$ cat src/rtl/mem_wb_queue_pkg.sv
// Shared widths and the writeback-entry record used by the MEM writeback
// queue and its CDB-side consumers.
package mem_wb_queue_pkg;

  localparam int unsigned WARP_W  = 3;
  localparam int unsigned REG_W   = 5;
  localparam int unsigned LANES   = 8;
  localparam int unsigned DATA_W  = 256;
  localparam int unsigned INSTR_W = 32;
  localparam int unsigned SCB_W   = 2;

  // One writeback result as it travels toward the CDB.
  typedef struct packed {
    logic [WARP_W-1:0]  warp;
    logic               regwrite;
    logic [REG_W-1:0]   dst;
    logic [DATA_W-1:0]  data;
    logic [INSTR_W-1:0] instr;
    logic [LANES-1:0]   mask;
    logic [SCB_W-1:0]   scbid;
  } wb_entry_t;

  // Presents an entry only when it is valid; otherwise all fields read as zero.
  function automatic wb_entry_t wb_gate(input wb_entry_t e, input logic v);
    return v ? e : '0;
  endfunction

endpackage

$ cat src/rtl/wb_fifo.sv
// Storage array with read/write pointers and occupancy count for the
// writeback queue. The caller guarantees enq_i only when not full and
// deq_i only when not empty.
module wb_fifo
  import mem_wb_queue_pkg::*;
#(
  parameter  int unsigned DEPTH = 4,
  localparam int unsigned PTR_W = $clog2(DEPTH),
  localparam int unsigned CNT_W = PTR_W + 1
) (
  input  logic             clk_i,
  input  logic             rst_i,
  input  logic             enq_i,
  input  logic             deq_i,
  input  wb_entry_t        wr_entry_i,
  output wb_entry_t        rd_entry_o,
  output logic [CNT_W-1:0] count_o
);

  wb_entry_t        mem_q [DEPTH];
  logic [PTR_W-1:0] wr_ptr_q, wr_ptr_d;
  logic [PTR_W-1:0] rd_ptr_q, rd_ptr_d;
  logic [CNT_W-1:0] count_q, count_d;

  // Next pointers and count; DEPTH is a power of two so pointers wrap naturally.
  always_comb begin
    wr_ptr_d = wr_ptr_q;
    rd_ptr_d = rd_ptr_q;
    count_d  = count_q;
    if (enq_i) wr_ptr_d = wr_ptr_q + 1'b1;
    if (deq_i) rd_ptr_d = rd_ptr_q + 1'b1;
    unique case ({enq_i, deq_i})
      2'b10:   count_d = count_q + 1'b1;
      2'b01:   count_d = count_q - 1'b1;
      default: count_d = count_q;
    endcase
  end

  // Pointer and count registers.
  always_ff @(posedge clk_i) begin
    if (rst_i) begin
      wr_ptr_q <= '0;
      rd_ptr_q <= '0;
      count_q  <= '0;
    end else begin
      wr_ptr_q <= wr_ptr_d;
      rd_ptr_q <= rd_ptr_d;
      count_q  <= count_d;
    end
  end

  // Entry storage; contents need no reset since an empty queue masks them.
  always_ff @(posedge clk_i) begin
    if (enq_i) mem_q[wr_ptr_q] <= wr_entry_i;
  end

  assign rd_entry_o = mem_q[rd_ptr_q];
  assign count_o    = count_q;

endmodule

$ cat src/rtl/mem_wb_queue.sv
// MEM writeback queue: buffers MEM results that lose CDB arbitration to the
// ALU, drains one entry per ALU-idle cycle, and requests an ALU stall when
// the head has been blocked for too long.
module mem_wb_queue
  import mem_wb_queue_pkg::*;
#(
  parameter int unsigned DEPTH        = 4,
  parameter int unsigned STARVE_LIMIT = 8
) (
  input  logic                clk,
  input  logic                rst,
  input  logic                Valid_MEM_WBQ,
  input  logic [WARP_W-1:0]   WarpID_MEM_WBQ,
  input  logic                RegWrite_MEM_WBQ,
  input  logic [REG_W-1:0]    Dst_MEM_WBQ,
  input  logic [DATA_W-1:0]   Dst_Data_MEM_WBQ,
  input  logic [INSTR_W-1:0]  Instr_MEM_WBQ,
  input  logic [LANES-1:0]    ActiveMask_MEM_WBQ,
  input  logic [SCB_W-1:0]    ScbID_MEM_WBQ,
  output logic                Ready_WBQ_MEM,
  input  logic                RegWrite_ALU_CDB,
  output logic                Valid_WBQ_CDB,
  output logic [WARP_W-1:0]   WarpID_MEM_CDB,
  output logic                RegWrite_MEM_CDB,
  output logic [REG_W-1:0]    Dst_MEM_CDB,
  output logic [DATA_W-1:0]   Dst_Data_MEM_CDB,
  output logic [INSTR_W-1:0]  Instr_MEM_CDB,
  output logic [LANES-1:0]    ActiveMask_MEM_CDB,
  output logic [SCB_W-1:0]    Clear_ScbID_MEM_CDB,
  output logic                Stall_WBQ_ALU
);

  localparam int unsigned CNT_W = $clog2(DEPTH) + 1;
  localparam int unsigned STV_W = $clog2(STARVE_LIMIT + 1);
  localparam logic [CNT_W-1:0] DEPTH_C    = CNT_W'(DEPTH);
  localparam logic [STV_W-1:0] STARVE_MAX = STV_W'(STARVE_LIMIT);

  wb_entry_t        in_entry;
  wb_entry_t        head_entry;
  wb_entry_t        cdb_entry;
  logic [CNT_W-1:0] count;
  logic             ready;
  logic             valid;
  logic             enq;
  logic             deq;
  logic [STV_W-1:0] starve_q, starve_d;
  logic             stall_q, stall_d;

  // Pack the MEM-side inputs into one queue entry.
  always_comb begin
    in_entry          = '0;
    in_entry.warp     = WarpID_MEM_WBQ;
    in_entry.regwrite = RegWrite_MEM_WBQ;
    in_entry.dst      = Dst_MEM_WBQ;
    in_entry.data     = Dst_Data_MEM_WBQ;
    in_entry.instr    = Instr_MEM_WBQ;
    in_entry.mask     = ActiveMask_MEM_WBQ;
    in_entry.scbid    = ScbID_MEM_WBQ;
  end

  // Handshake decode; ready and valid depend on the registered count only.
  always_comb begin
    ready = (count < DEPTH_C);
    valid = (count != '0);
    enq   = Valid_MEM_WBQ & ready;
    deq   = valid & ~RegWrite_ALU_CDB;
  end

  wb_fifo #(
    .DEPTH (DEPTH)
  ) u_fifo (
    .clk_i      (clk),
    .rst_i      (rst),
    .enq_i      (enq),
    .deq_i      (deq),
    .wr_entry_i (in_entry),
    .rd_entry_o (head_entry),
    .count_o    (count)
  );

  // Head presentation; an empty queue drives zeros on every CDB field.
  always_comb begin
    cdb_entry           = wb_gate(head_entry, valid);
    Ready_WBQ_MEM       = ready;
    Valid_WBQ_CDB       = valid;
    WarpID_MEM_CDB      = cdb_entry.warp;
    RegWrite_MEM_CDB    = cdb_entry.regwrite;
    Dst_MEM_CDB         = cdb_entry.dst;
    Dst_Data_MEM_CDB    = cdb_entry.data;
    Instr_MEM_CDB       = cdb_entry.instr;
    ActiveMask_MEM_CDB  = cdb_entry.mask;
    Clear_ScbID_MEM_CDB = cdb_entry.scbid;
    Stall_WBQ_ALU       = stall_q;
  end

  // Starvation tracking: count blocked head cycles; stall follows the
  // saturated counter one cycle later and drops the cycle after a drain.
  always_comb begin
    starve_d = starve_q;
    stall_d  = stall_q;
    if (!valid || deq) begin
      starve_d = '0;
    end else if (starve_q != STARVE_MAX) begin
      starve_d = starve_q + 1'b1;
    end
    if (deq) begin
      stall_d = 1'b0;
    end else if (starve_q == STARVE_MAX) begin
      stall_d = 1'b1;
    end
  end

  // Starvation counter and stall request registers.
  always_ff @(posedge clk) begin
    if (rst) begin
      starve_q <= '0;
      stall_q  <= 1'b0;
    end else begin
      starve_q <= starve_d;
      stall_q  <= stall_d;
    end
  end

endmodule
$ cat config.mk
export PLATFORM = sky130hd
export DESIGN_NAME = mem_wb_queue
export DESIGN_NICKNAME = d
export VERILOG_FILES = /design/src/rtl/mem_wb_queue_pkg.sv /design/src/rtl/wb_fifo.sv /design/src/rtl/mem_wb_queue.sv
export SDC_FILE = /design/constraint.sdc
export NUM_CORES = 1
export LEC_CHECK = 0
export BUFFER_PORTS_ARGS = -buffer_cell sky130_fd_sc_hd__buf_4
export CELL_PAD_IN_SITES_DETAIL_PLACEMENT = 1
export CELL_PAD_IN_SITES_GLOBAL_PLACEMENT = 1
export CORE_UTILIZATION = 30
export CTS_BUF_LIST = sky130_fd_sc_hd__clkbuf_16
export DETAILED_ROUTE_END_ITERATION = 10
export GPL_TIMING_DRIVEN = 1
export PLACE_DENSITY = 0.5
export SLEW_MARGIN = 20
export SYNTH_ARGS = -nofsm -noshare
export SYNTH_HDL_FRONTEND = slang
export SYNTH_SLANG_ARGS = --single-unit
$ cat constraint.sdc
create_clock -name clk -period 27.6 [get_ports clk]
set_clock_uncertainty 0.2 [all_clocks]
set_input_delay 5.52 -clock clk [delete_from_list [all_inputs] [get_ports clk]]
set_output_delay 5.52 -clock clk [all_outputs]
set_load 0.01 [all_outputs]
### After elaboration in Yosys (flattened, before gate mapping)

Memory sizes are Yosys's and may differ from the RTL's. A register that Yosys moved wholly into a read port is not among the register bits.
Index checks and enable logic that the tools add are counted.

* register bits after elaboration: 12
* bits in writable memories: 1228
* bits of input ports: 311
* output and inout port bits: 310
* logic and storage cells: 31
* memories kept: 1

Memories
* u_fifo.mem_q: words 4, width 307, rd ports 1, clocked after memory_dff 1, wr ports 1, RTL line wb_fifo.sv:20 `wb_entry_t mem_q [DEPTH];`

* $add $sub $neg: 5
* $lt $le $gt $ge: 1
* eq/ne operators: 4
* muxes and demuxes: 6
* bitwise logic cells: 3
* reduce and logical (&&, ||, !) cells: 6

Operators with widths (number)
* $mux 307: 1
* $pmux 3 s2: 1
* $add 2x1->2 const B: 2
* $add 4x1->4 const B: 1
* $eq 4x4->1 const B: 1
* $mux 2: 2
* $ne 4x4->1 const B: 1
* $reduce_or 2->1: 2
* $add 3x1->3 const B: 1
* $lt 3x3->1 const B: 1
* $reduce_bool 3->1: 1
* $sub 3x1->3 const B: 1
* $and 1x1->1: 2
* $eq 2x1->1 const B: 1
* $eq 2x2->1 const B: 1
* $mux 1: 2
* $reduce_bool 2->1: 1
* $logic_not 1->1: 1
* $logic_or 1x1->1: 1
* $not 1->1: 1

### Logic depth before layout (Yosys ltp)

Gate-level depths: netlist (run 1).

* word-level depth: 4
* mapped depth: 9
* mapped depth without buffers: 8

### Modules after synthesis

A second synthesis (run 1) with hierarchy kept.

* cells, all modules: 2018
* area, all modules: 47521.8 um2

By module, submodules not included
* wb_fifo: times used 1, cells an instance 1648, area an instance 44710.4 um2
* mem_wb_queue: times used 1, cells an instance 370, area an instance 2811.4 um2

### Worst setup path after synthesis (run 1)

No wires, ideal clock.

* kind: input -> register
* start point: input Valid_MEM_WBQ
* end point: memory u_fifo.mem_q[0][0] (netlist name), enable pin
* library setup time: 0.708 ns
* arrival time: 12.856 ns
* setup slack: 13.836 ns
* stages: 3
* buffers on the path: 1
* cell sequence: nor2b_1 > clkbuf_1 > and2_1

* longest elaborated chain between the ends: 3

RTL lines
* start, declared: RTL line mem_wb_queue.sv:12 `input logic Valid_MEM_WBQ,`
* $and 1x1->1: RTL line mem_wb_queue.sv:65 `enq = Valid_MEM_WBQ & ready;`
* $mux 1: RTL line wb_fifo.sv:54 `if (enq_i) mem_q[wr_ptr_q] <= wr_entry_i;`
* $mux 1 (implied by the code): RTL line wb_fifo.sv:54
* end, declared: RTL line wb_fifo.sv:20

No other way between the ends.

==> results of run 1 <==
==> final cells by class <==
cell class                      count  area (um2)  area share [%]
Sequential cell                  1242       37200            63.6
Multi-Input combinational cell    663        9210            15.7
Timing Repair Buffer              656        4970            8.49
Clock buffer                      143        3580            6.12
Tap cell                         2044        2560            4.37
Clock inverter                    121         940            1.61
Inverter                           10        42.5          0.0728
Antenna cell                        7        17.5          0.0300
==> report_power, final <==
group	switching [mW]	internal, mW
Clock	0.767	1.03
Combinational	0.818	0.725
Sequential	0.0595	2.32
Total	1.64	4.07
==> final timing paths <==
path | start | to | slack [ns] | cells after the start
min reg2reg | Stall_WBQ_ALU | Stall_WBQ_ALU | 0.31 | 2
min | Stall_WBQ_ALU | Stall_WBQ_ALU | 0.31 | 2
max reg2reg | u_fifo.count_o[2] | u_fifo.mem_q[0][201] | 22.93 | 5
max | flop | Dst_Data_MEM_CDB[72] | 16.74 | 6
==> critical path, cell delays in order, from the launching register on <==
cell,delay (ns)
dfxtp_4,0.90
buf_4,0.77
buf_4,0.77
buf_4,0.77
mux4_2,0.60
and2_1,0.19
buf_4,0.15
==> layer usage <==
layer  part of all wire (%)  wire length, um
met5                   0.21              254
met3                    7.9             9360
met4                    2.0             2350
met2                     51            61100
met1                     38            45700
==> cells by family after synthesis <==
group	synth area share [%]
flip-flops	79.0
AO/OA/AOI/OAI	0.0639
AND/OR/NAND/NOR	4.38
adder cells (fa/ha/maj)	0.229
XOR/XNOR	0.112
multiplexers	14.8
buffers and inverters	1.44
==> cells in the final DEF (no fill, tap or decap), types with 2 or more instances in the layout <==
master      count
dfxtp_4         2
bufinv_16       8
inv_1          48
nor3_1          2
xnor2_1         3
buf_4         652
mux2i_1         2
and2_4          4
diode_2         7
o21ai_0         2
clkbuf_16     143
inv_6           4
clkinv_2       23
and2_1        307
dfxtp_1        12
nor2b_1         2
clkinv_1       32
xor2_1          3
edfxtp_1     1228
clkinvlp_4      3
mux4_2        307
clkinv_16       5
clkinv_4        2
clkinv_8        5
ha_1            7
a21oi_1         4
buf_12          3
nor2_1         11
or3_1           2
==> cells in the mapped netlist <==
master / count
xor2_1: 3
and3b_1: 1
a21oi_1: 4
mux4_2: 307
or3_1: 2
xnor2_1: 3
nor3_2: 1
nor3_1: 2
nor2_1: 11
edfxtp_1: 1228
nor3b_1: 1
dfxtp_1: 14
mux2i_1: 2
o21ai_0: 2
clkbuf_1: 44
ha_1: 7
nand3b_1: 1
nor2b_1: 2
buf_2: 34
buf_6: 27
fa_1: 1
inv_1: 10
and2_1: 311
nand3_1: 1
mux2_2: 1
==> flip-flops by register name (all words and copies together), names as in the netlist, named ones only <==
| register | count |
|---|---|
| Stall_WBQ_ALU | 1 |
| starve_q | 4 |
| u_fifo.count_o | 3 |
| u_fifo.mem_q | 1228 |
| u_fifo.rd_ptr_q | 2 |
| u_fifo.wr_ptr_q | 2 |
==> stage by stage <==
stage          cells  hold WS, ns  power (mW)
4_1_cts         4878        0.317        5.84
2_1_floorplan   2020        0.272        3.34
3_5_place_dp    4614        0.308        4.02
3_3_place_gp    4613        0.288        4.00
6_report        4886        0.312        5.71
5_1_grt         4884        0.363        5.99
==> impl_metrics.env, run 1 <==
export IMPL_status="finished clean"
export IMPL_overflow=0
export IMPL_drv_slew=0
export IMPL_post_cts_setup_buffers=0
export IMPL_root_buffer="clkbuf_16"
export IMPL_endpoint_kind="output pin"
export IMPL_dieWidth_um=398
export IMPL_clkTransAtPathRegs_ns=0.06
export IMPL_hold_viol=0
export IMPL_synth_seq_cells=1242
export IMPL_layout_drive_gt1_share_pct=41.1
export IMPL_grt_usage_pct=14.9
export IMPL_clock_sinks=1242
export IMPL_ir_drop_mv=0.0593
export IMPL_nNetsFinal=3034
export IMPL_drc=0
export IMPL_io_buffer_count=620
export IMPL_fin_crit_ns=10.86
export IMPL_synth_area_top_cells="edfxtp_1 78%, mux4_2 15%, and2_1 4.1%"
export IMPL_grt_pass1_vias=25100
export IMPL_slew_headroom_pct=21.2
export IMPL_setup_tns_ns=0
export IMPL_grt_use_met2_pct=25.3
export IMPL_powerDensity_nw_per_um2=97.7
export IMPL_grt_max_degree=125
export IMPL_grt_pass1_wl_um=172000
export IMPL_syn_num_nets=2339
export IMPL_pre_cts_slack_ns=17.17
export IMPL_maxCapViolations=0
export IMPL_drt_iter0_drc=910
export IMPL_viasPerCell=4.57
export IMPL_clk_latency_ns=0.75
export IMPL_syn_avg_cell_area_um2=23.3
export IMPL_post_route_util_pct=37.8
export IMPL_critPathMaxFanout=40
export IMPL_rsz0062_at_grt="false"
export IMPL_final_area_um2=58500
export IMPL_core_um2=155000
export IMPL_cp_required_ns=21.88
export IMPL_worstSetupPathType="flop to output pin"
export IMPL_htree_levels=4
export IMPL_clockBufferDepth=3
export IMPL_yosysSeqAreaShare_pct=79.0
export IMPL_cts_tree="yes"
export IMPL_cp_start_kind="flop"
export IMPL_grtUsageMet3_pct=5.72
export IMPL_hold_buffers=0
export IMPL_vias=22300
export IMPL_syn_inst=2020
export IMPL_p_leak_nw=19.6
export IMPL_arrival_ns=5.14
export IMPL_fin_ws_ns=16.74
export IMPL_antenna_found_initial=28
export IMPL_fillCellCount=14900
export IMPL_dieArea_um2=158000
export IMPL_avgRoutedWirePerCell_um=24.3
export IMPL_syn_area_um2=47000
export IMPL_yosysWarnings=0
export IMPL_met1_usage_pct=17.3
export IMPL_hold_path_class="flop to flop"
export IMPL_start_util_pct=30.4
export IMPL_synth_distinct_cells=25
export IMPL_gp_congestion=0.715
export IMPL_fmax_mhz=92.1
export IMPL_period_share_pct=39.4
export IMPL_drt_pass1_iter_count=5
export IMPL_area_growth_pct=24.3
export IMPL_ios=621
export IMPL_antenna_left=0
export IMPL_tightest_slew_ns=1.18
export IMPL_dp_hpwl_um=73800
export IMPL_setup_viol=0
export IMPL_cts_resized=0
export IMPL_numCtsBuffers=142
export IMPL_busiest_layer="met2"
export IMPL_dieHeight_um=398
export IMPL_yosysTopAreaCell="edfxtp_1"
export IMPL_dpl_cell_area_um2=53900
export IMPL_route_final_wire_length_um=119000
export IMPL_fp_row_count=144
export IMPL_yosys_area_top_type_share_pct=78.4
Power figures use the tool's default switching activity.
==> run 2, diff against run 1 <==
--- a/config.mk
+++ b/config.mk
@@ -12,7 +12,7 @@
 export CTS_BUF_LIST = sky130_fd_sc_hd__clkbuf_16
 export DETAILED_ROUTE_END_ITERATION = 10
 export GPL_TIMING_DRIVEN = 1
-export PLACE_DENSITY = 0.5
+export PLACE_DENSITY = 0.52
 export SLEW_MARGIN = 20
 export SYNTH_ARGS = -nofsm -noshare
 export SYNTH_HDL_FRONTEND = slang
==> constraint.sdc (replaced) <==
create_clock -name clk -period 9 [get_ports clk]
set_clock_uncertainty 0.2 [all_clocks]
set_input_delay 1.8 -clock clk [delete_from_list [all_inputs] [get_ports clk]]
set_output_delay 1.8 -clock clk [all_outputs]
set_load 0.01 [all_outputs]
==> impl_metrics.env, run 2 (synthesis gave the netlist of run 1 again) <==
export IMPL_status="finished clean"
export IMPL_drt_pass1_iter_count=4
export IMPL_seqCellArea_um2=37200
export IMPL_cp_start_kind="flop"
export IMPL_fillCellCount=14900
export IMPL_crit_buf_inv=3
export IMPL_powerDensity_nw_per_um2=299
export IMPL_root_buffer="clkbuf_16"
export IMPL_drt_iter0_drc=915
export IMPL_multiInputGateArea_um2=9210
export IMPL_largest_reg_flops=1228
export IMPL_busiest_layer="met2"
export IMPL_avgRoutedWirePerCell_um=23.9
export IMPL_nNetsFinal=3023
export IMPL_layout_drive_gt1_share_pct=41.0
export IMPL_setup_tns_ns=0
export IMPL_numCtsBuffers=145
export IMPL_overflow=0
export IMPL_dp_hpwl_um=69600
export IMPL_ios=621
export IMPL_cp_required_ns=7.00
export IMPL_worstSetupPathType="flop to output pin"
export IMPL_crit_top_cell="buf_4"
export IMPL_p_leak_nw=19.6
export IMPL_clk_latency_ns=0.74
export IMPL_period_share_pct=64.1
export IMPL_max_flop_register="u_fifo.mem_q"
export IMPL_grt_usage_pct=14.5
export IMPL_critical_path_top_delay_family="buffers and inverters"
export IMPL_cts_tree="yes"
export IMPL_hold_viol=0
export IMPL_fin_ws_ns=3.23
export IMPL_path_cells="buf_12, buf_4, mux4_2, and2_1, buf_4"
export IMPL_grt_pass1_wl_um=169000
export IMPL_clockBufferDepth=3
export IMPL_area_growth_pct=24.4
export IMPL_fmax_mhz=173
export IMPL_met1_usage_pct=17.2
export IMPL_cp_slowest_stage_delay_ns=0.80
export IMPL_fp_row_count=144
export IMPL_hold_buffers=0
export IMPL_drc=0
export IMPL_final_common_cell="edfxtp_1"
export IMPL_grt_use_met2_pct=24.8
export IMPL_dieWidth_um=398
export IMPL_grt_max_degree=203
export IMPL_drv_slew=0
export IMPL_final_cell_mix="1228 x edfxtp_1, 625 x buf_4, 307 x and2_1, 307 x mux4_2, 149 x clkbuf_16"
export IMPL_clock_sinks=1242
export IMPL_arrival_ns=3.77
export IMPL_vias=22200
export IMPL_maxCapViolations=0
export IMPL_pre_cts_slack_ns=3.96
export IMPL_route_final_wire_length_um=117000
export IMPL_ir_drop_mv=0.237
export IMPL_clkTransAtPathRegs_ns=0.05
export IMPL_tightest_slew_ns=1.17
export IMPL_antenna_found_initial=20
export IMPL_cts_resized=0
export IMPL_htree_levels=4
export IMPL_antenna_left=0
export IMPL_rsz0062_at_grt="false"
export IMPL_viasPerCell=4.56
export IMPL_dieArea_um2=158000
export IMPL_grt_pass1_vias=24700
export IMPL_io_buffer_count=620
export IMPL_setup_viol=0
export IMPL_min_delay_start="Stall_WBQ_ALU"
export IMPL_endpoint_kind="output pin"
export IMPL_slew_headroom_pct=22.3
export IMPL_start_util_pct=30.4
export IMPL_gp_congestion=0.742
export IMPL_critPathMaxFanout=116
export IMPL_core_um2=155000
export IMPL_crit_path_top_delay_cell="dfxtp_4"
export IMPL_hold_path_class="flop to flop"
export IMPL_fin_crit_ns=5.77
export IMPL_post_cts_setup_buffers=0
export IMPL_grtUsageMet3_pct=4.84
export IMPL_r2r_start="u_fifo.count_o[2]"
export IMPL_dieHeight_um=398
==> run 2: cell count changes in the layout (fill, tap and decap cells not counted), moves of 2 or more <==
cell,delta
buf_12,+12
buf_16,+2
buf_4,-27
bufinv_16,-3
clkbuf_16,+6
clkinv_1,-3
clkinv_16,-3
clkinv_2,+3
clkinv_4,+2
clkinv_8,-3
diode_2,-2
inv_1,-4
==> run 2: cell type report <==
cell class / count / area share, %
sequential: 1242 / 63.5
multi-input combinational: 663 / 15.7
timing repair buffer: 642 / 8.63
clock buffer: 149 / 6.37
tap: 2044 / 4.37
clock inverter: 113 / 1.27
inverter: 10 / 0.0727
antenna: 5 / 0.0214
==> run 2: per-layer routing <==
| layer | vias up | wire (um) |
|---|---|---|
| met2 | 572 | 59700 |
| met1 | 11700 | 45700 |
| met5 | - | 172 |
| met4 | 28 | 2680 |
| li1 | 9673 | - |
| met3 | 185 | 8280 |
==> run 2: tightest hold or removal path, cell delays in order, from the launching register on <==
cell and delay (ns):
dfxtp_1 0.31, nor2_1 0.11, nor3_1 0.06
==> run 2: final timing paths <==
kind / end / slack (ns) / depth (start not counted)
setup reg to reg: u_fifo.mem_q[3][25] / 5.72 / 4
hold reg to reg: Stall_WBQ_ALU / 0.33 / 2
setup / recovery: Dst_Data_MEM_CDB[133] / 3.23 / 5
hold / removal: Stall_WBQ_ALU / 0.33 / 2
==> run 2: power by group <==
group | leakage, nW | switching [mW] | total, mW | internal (mW)
logic | 5.89 | 2.52 | 4.76 | 2.25
clock network | 2.33 | 2.31 | 5.46 | 3.15
registers | 11.4 | 0.159 | 7.27 | 7.11
total | 19.6 | 4.99 | 17.5 | 12.5
==> run 2: per-stage QoR <==
stage / util, % / power, mW / cell area (um2) / hold WS (ns) / cells
2_1_floorplan: - / 10.1 / 47000 / 0.272 / 2020
3_3_place_gp: 34.9 / 12.3 / 53900 / 0.287 / 4598
3_5_place_dp: 34.9 / 12.3 / 54000 / 0.332 / 4600
4_1_cts: 37.8 / 17.9 / 58500 / 0.339 / 4862
5_1_grt: 37.8 / 18.3 / 58500 / 0.363 / 4868
6_report: 37.8 / 17.5 / 58500 / 0.327 / 4868
==> run 3, diff against run 2 <==
--- a/config.mk
+++ b/config.mk
@@ -5,6 +5,7 @@
 export SDC_FILE = /design/constraint.sdc
 export NUM_CORES = 1
 export LEC_CHECK = 0
+export ABC_AREA = 1
 export BUFFER_PORTS_ARGS = -buffer_cell sky130_fd_sc_hd__buf_4
 export CELL_PAD_IN_SITES_DETAIL_PLACEMENT = 1
 export CELL_PAD_IN_SITES_GLOBAL_PLACEMENT = 1
@@ -12,7 +13,7 @@
 export CTS_BUF_LIST = sky130_fd_sc_hd__clkbuf_16
 export DETAILED_ROUTE_END_ITERATION = 10
 export GPL_TIMING_DRIVEN = 1
-export PLACE_DENSITY = 0.52
+export PLACE_DENSITY = 0.53
 export SLEW_MARGIN = 20
 export SYNTH_ARGS = -nofsm -noshare
 export SYNTH_HDL_FRONTEND = slang
==> constraint.sdc (replaced) <==
create_clock -name clk -period 5.55 [get_ports clk]
set_clock_uncertainty 0.2 [all_clocks]
set_input_delay 1.11 -clock clk [delete_from_list [all_inputs] [get_ports clk]]
set_output_delay 1.11 -clock clk [all_outputs]
set_load 0.01 [all_outputs]
==> impl_metrics.env, run 3 <==
export IMPL_drt_pass1_iter_count=5
export IMPL_fp_row_count=147
export IMPL_yosysMostFrequentCell="nand2_1"
export IMPL_holdPathStages=2
export IMPL_nNetsFinal=4936
export IMPL_avgRoutedWirePerCell_um=20.5
export IMPL_clkTransAtPathRegs_ns=0.06
export IMPL_final_cell_mix="1242 x nand2_1, 1228 x edfxtp_1, 652 x buf_4, 622 x nor2_1, 316 x a21oi_1"
export IMPL_hold_buffers=0
export IMPL_clockBufferDepth=3
export IMPL_r2r_start="u_fifo.wr_ptr_q[1]"
export IMPL_arrival_ns=2.87
export IMPL_worstSetupPathType="flop to output pin"
export IMPL_largest_reg_flops=1228
export IMPL_synth_distinct_cells=20
export IMPL_syn_area_um2=48800
export IMPL_whs_endpoint="u_fifo.rd_ptr_q[0]"
export IMPL_ff2ff_setup_slack_ns=2.99
export IMPL_syn_avg_cell_area_um2=12.1
export IMPL_period_share_pct=75.4
export IMPL_synth_area_top_cells="edfxtp_1 76%, nand2_1 9.6%, nor2_1 4.8%"
export IMPL_cts_tree="yes"
export IMPL_clk_latency_ns=0.73
export IMPL_final_common_cell="nand2_1"
export IMPL_reg2reg_to="u_fifo.mem_q[1][229]"
export IMPL_placedCellCount=6630
export IMPL_rsz0062_at_grt="false"
export IMPL_fin_crit_ns=4.18
export IMPL_grt_pass1_vias=32200
export IMPL_route_final_wire_length_um=141000
export IMPL_synthFlopType="edfxtp_1"
export IMPL_drv_slew=0
export IMPL_dieHeight_um=405
export IMPL_min_delay_start="u_fifo.rd_ptr_q[0]"
export IMPL_synth_edf_count=1228
export IMPL_cts_resized=0
export IMPL_pre_cts_slack_ns=2.07
export IMPL_ir_drop_mv=0.354
export IMPL_core_um2=161000
export IMPL_overflow=0
export IMPL_root_buffer="clkbuf_16"
export IMPL_fin_ws_ns=1.37
export IMPL_tightest_slew_ns=1.18
export IMPL_antenna_found_initial=32
export IMPL_io_buffer_count=620
export IMPL_vias=31600
export IMPL_area_growth_pct=23.6
export IMPL_setup_viol=0
export IMPL_endpoint_kind="output pin"
export IMPL_syn_num_nets=4338
export IMPL_dp_hpwl_um=84400
export IMPL_dieArea_um2=164000
export IMPL_grt_pass1_wl_um=209000
export IMPL_hold_path_class="flop to flop"
export IMPL_p_leak_nw=23.0
export IMPL_fillCellCount=17200
export IMPL_drt_iter0_drc=1480
export IMPL_reg2regPathDepth=5
export IMPL_numCtsBuffers=145
export IMPL_post_cts_setup_buffers=0
export IMPL_synthTopCellsByCount="1243 x nand2_1, 1228 x edfxtp_1, 626 x nor2_1"
export IMPL_layout_drive_gt1_share_pct=18.6
export IMPL_cp_start_kind="flop"
export IMPL_yosys_area_top_type_share_pct=75.6
export IMPL_status="finished clean"
export IMPL_antenna_left=0
export IMPL_synthArstFlopShare_pct=0
export IMPL_htree_levels=4
export IMPL_yosysTopAreaCell="edfxtp_1"
export IMPL_grt_max_degree=195
export IMPL_viasPerCell=4.59
export IMPL_gp_congestion=0.715
export IMPL_drc=0
export IMPL_max_flop_register="u_fifo.mem_q"
export IMPL_clock_sinks=1242
export IMPL_maxCapViolations=0
export IMPL_fmax_mhz=239
export IMPL_yosysWarnings=0
export IMPL_syn_inst=4019
export IMPL_yosysSeqAreaShare_pct=76.1
export IMPL_synth_seq_cells=1242
export IMPL_slew_headroom_pct=21.1
export IMPL_start_util_pct=30.3
export IMPL_powerDensity_nw_per_um2=484
export IMPL_ios=621
export IMPL_stdcell_count=6882
export IMPL_critPathMaxFanout=100
export IMPL_cp_required_ns=4.24
export IMPL_hold_viol=0
export IMPL_grt_usage_pct=16.9
export IMPL_dieWidth_um=405
[run 3: metrics by stage]
step	hold WS [ns]	instance area, um2	util (%)	TNS, ns	power, mW
after floorplan	0.248	48800	-	-1000.67	16.4
after global placement	0.285	56000	34.8	0	20.9
after detailed placement	0.288	56000	34.8	0	21.0
after CTS	0.273	60300	37.5	0	29.8
after global routing	0.284	60300	37.5	0	30.9
final	0.288	60300	37.5	0	29.2
[run 3: critical path, cell delays in order (launching register included)]
cell and delay (ns):
dfxtp_4 0.41, inv_8 0.42, buf_12 0.34, nand2_1 0.09, nand2_1 0.07, nand2_1 0.05
a21oi_1 0.28, buf_4 0.19
[run 3: final cells by class]
| type | count | area [um2] | share of cell area (%) |
|---|---|---|---|
| clock buffer | 148 | 3700 | 6.14 |
| inverter | 24 | 113 | 0.187 |
| multi-input combinational | 2515 | 10400 | 17.2 |
| tap | 2160 | 2700 | 4.48 |
| antenna | 6 | 15.0 | 0.0249 |
| clock inverter | 98 | 613 | 1.02 |
| sequential | 1242 | 37200 | 61.6 |
| timing repair buffer | 689 | 5640 | 9.34 |
[run 3: kinds of logic (layout without fill, tap and decap cells)]
logic type	Yosys count	in the layout	synth area share (%)
simple gates	1880	1880	14.5
buf+inv	262	959	2.69
flops	1242	1242	76.1
fa+ha+maj	8	8	0.221
compound gates	627	627	6.43
other cells	0	6	0
[run 3: routing by layer]
metal	GRT usage [%]	share of wire [%]	vias to the layer above
met3	6.01	7.4	226
met5	0	0.24	-
li1	-	-	15000
met1	21.0	42	15700
met2	27.7	48	583
met4	4.76	2.1	50
[run 3: worst max path at each step]
stage | startpoint | to | slack (ns)
floorplan | Valid_MEM_WBQ | u_fifo.mem_q[0][0] | -0.83
detailed placement | flop | Dst_Data_MEM_CDB[210] | 2.07
global placement | flop | Dst_Data_MEM_CDB[93] | 2.07
finish | flop | Dst_Data_MEM_CDB[210] | 1.37
CTS | flop | Dst_Data_MEM_CDB[210] | 1.23
global route | flop | Dst_Data_MEM_CDB[138] | 1.13
[run 3: report_power, final]
group | switching (mW) | total (mW) | internal (mW)
clock network | 3.73 | 8.73 | 4.99
logic | 5.85 | 8.87 | 3.02
registers | 0.199 | 11.6 | 11.4
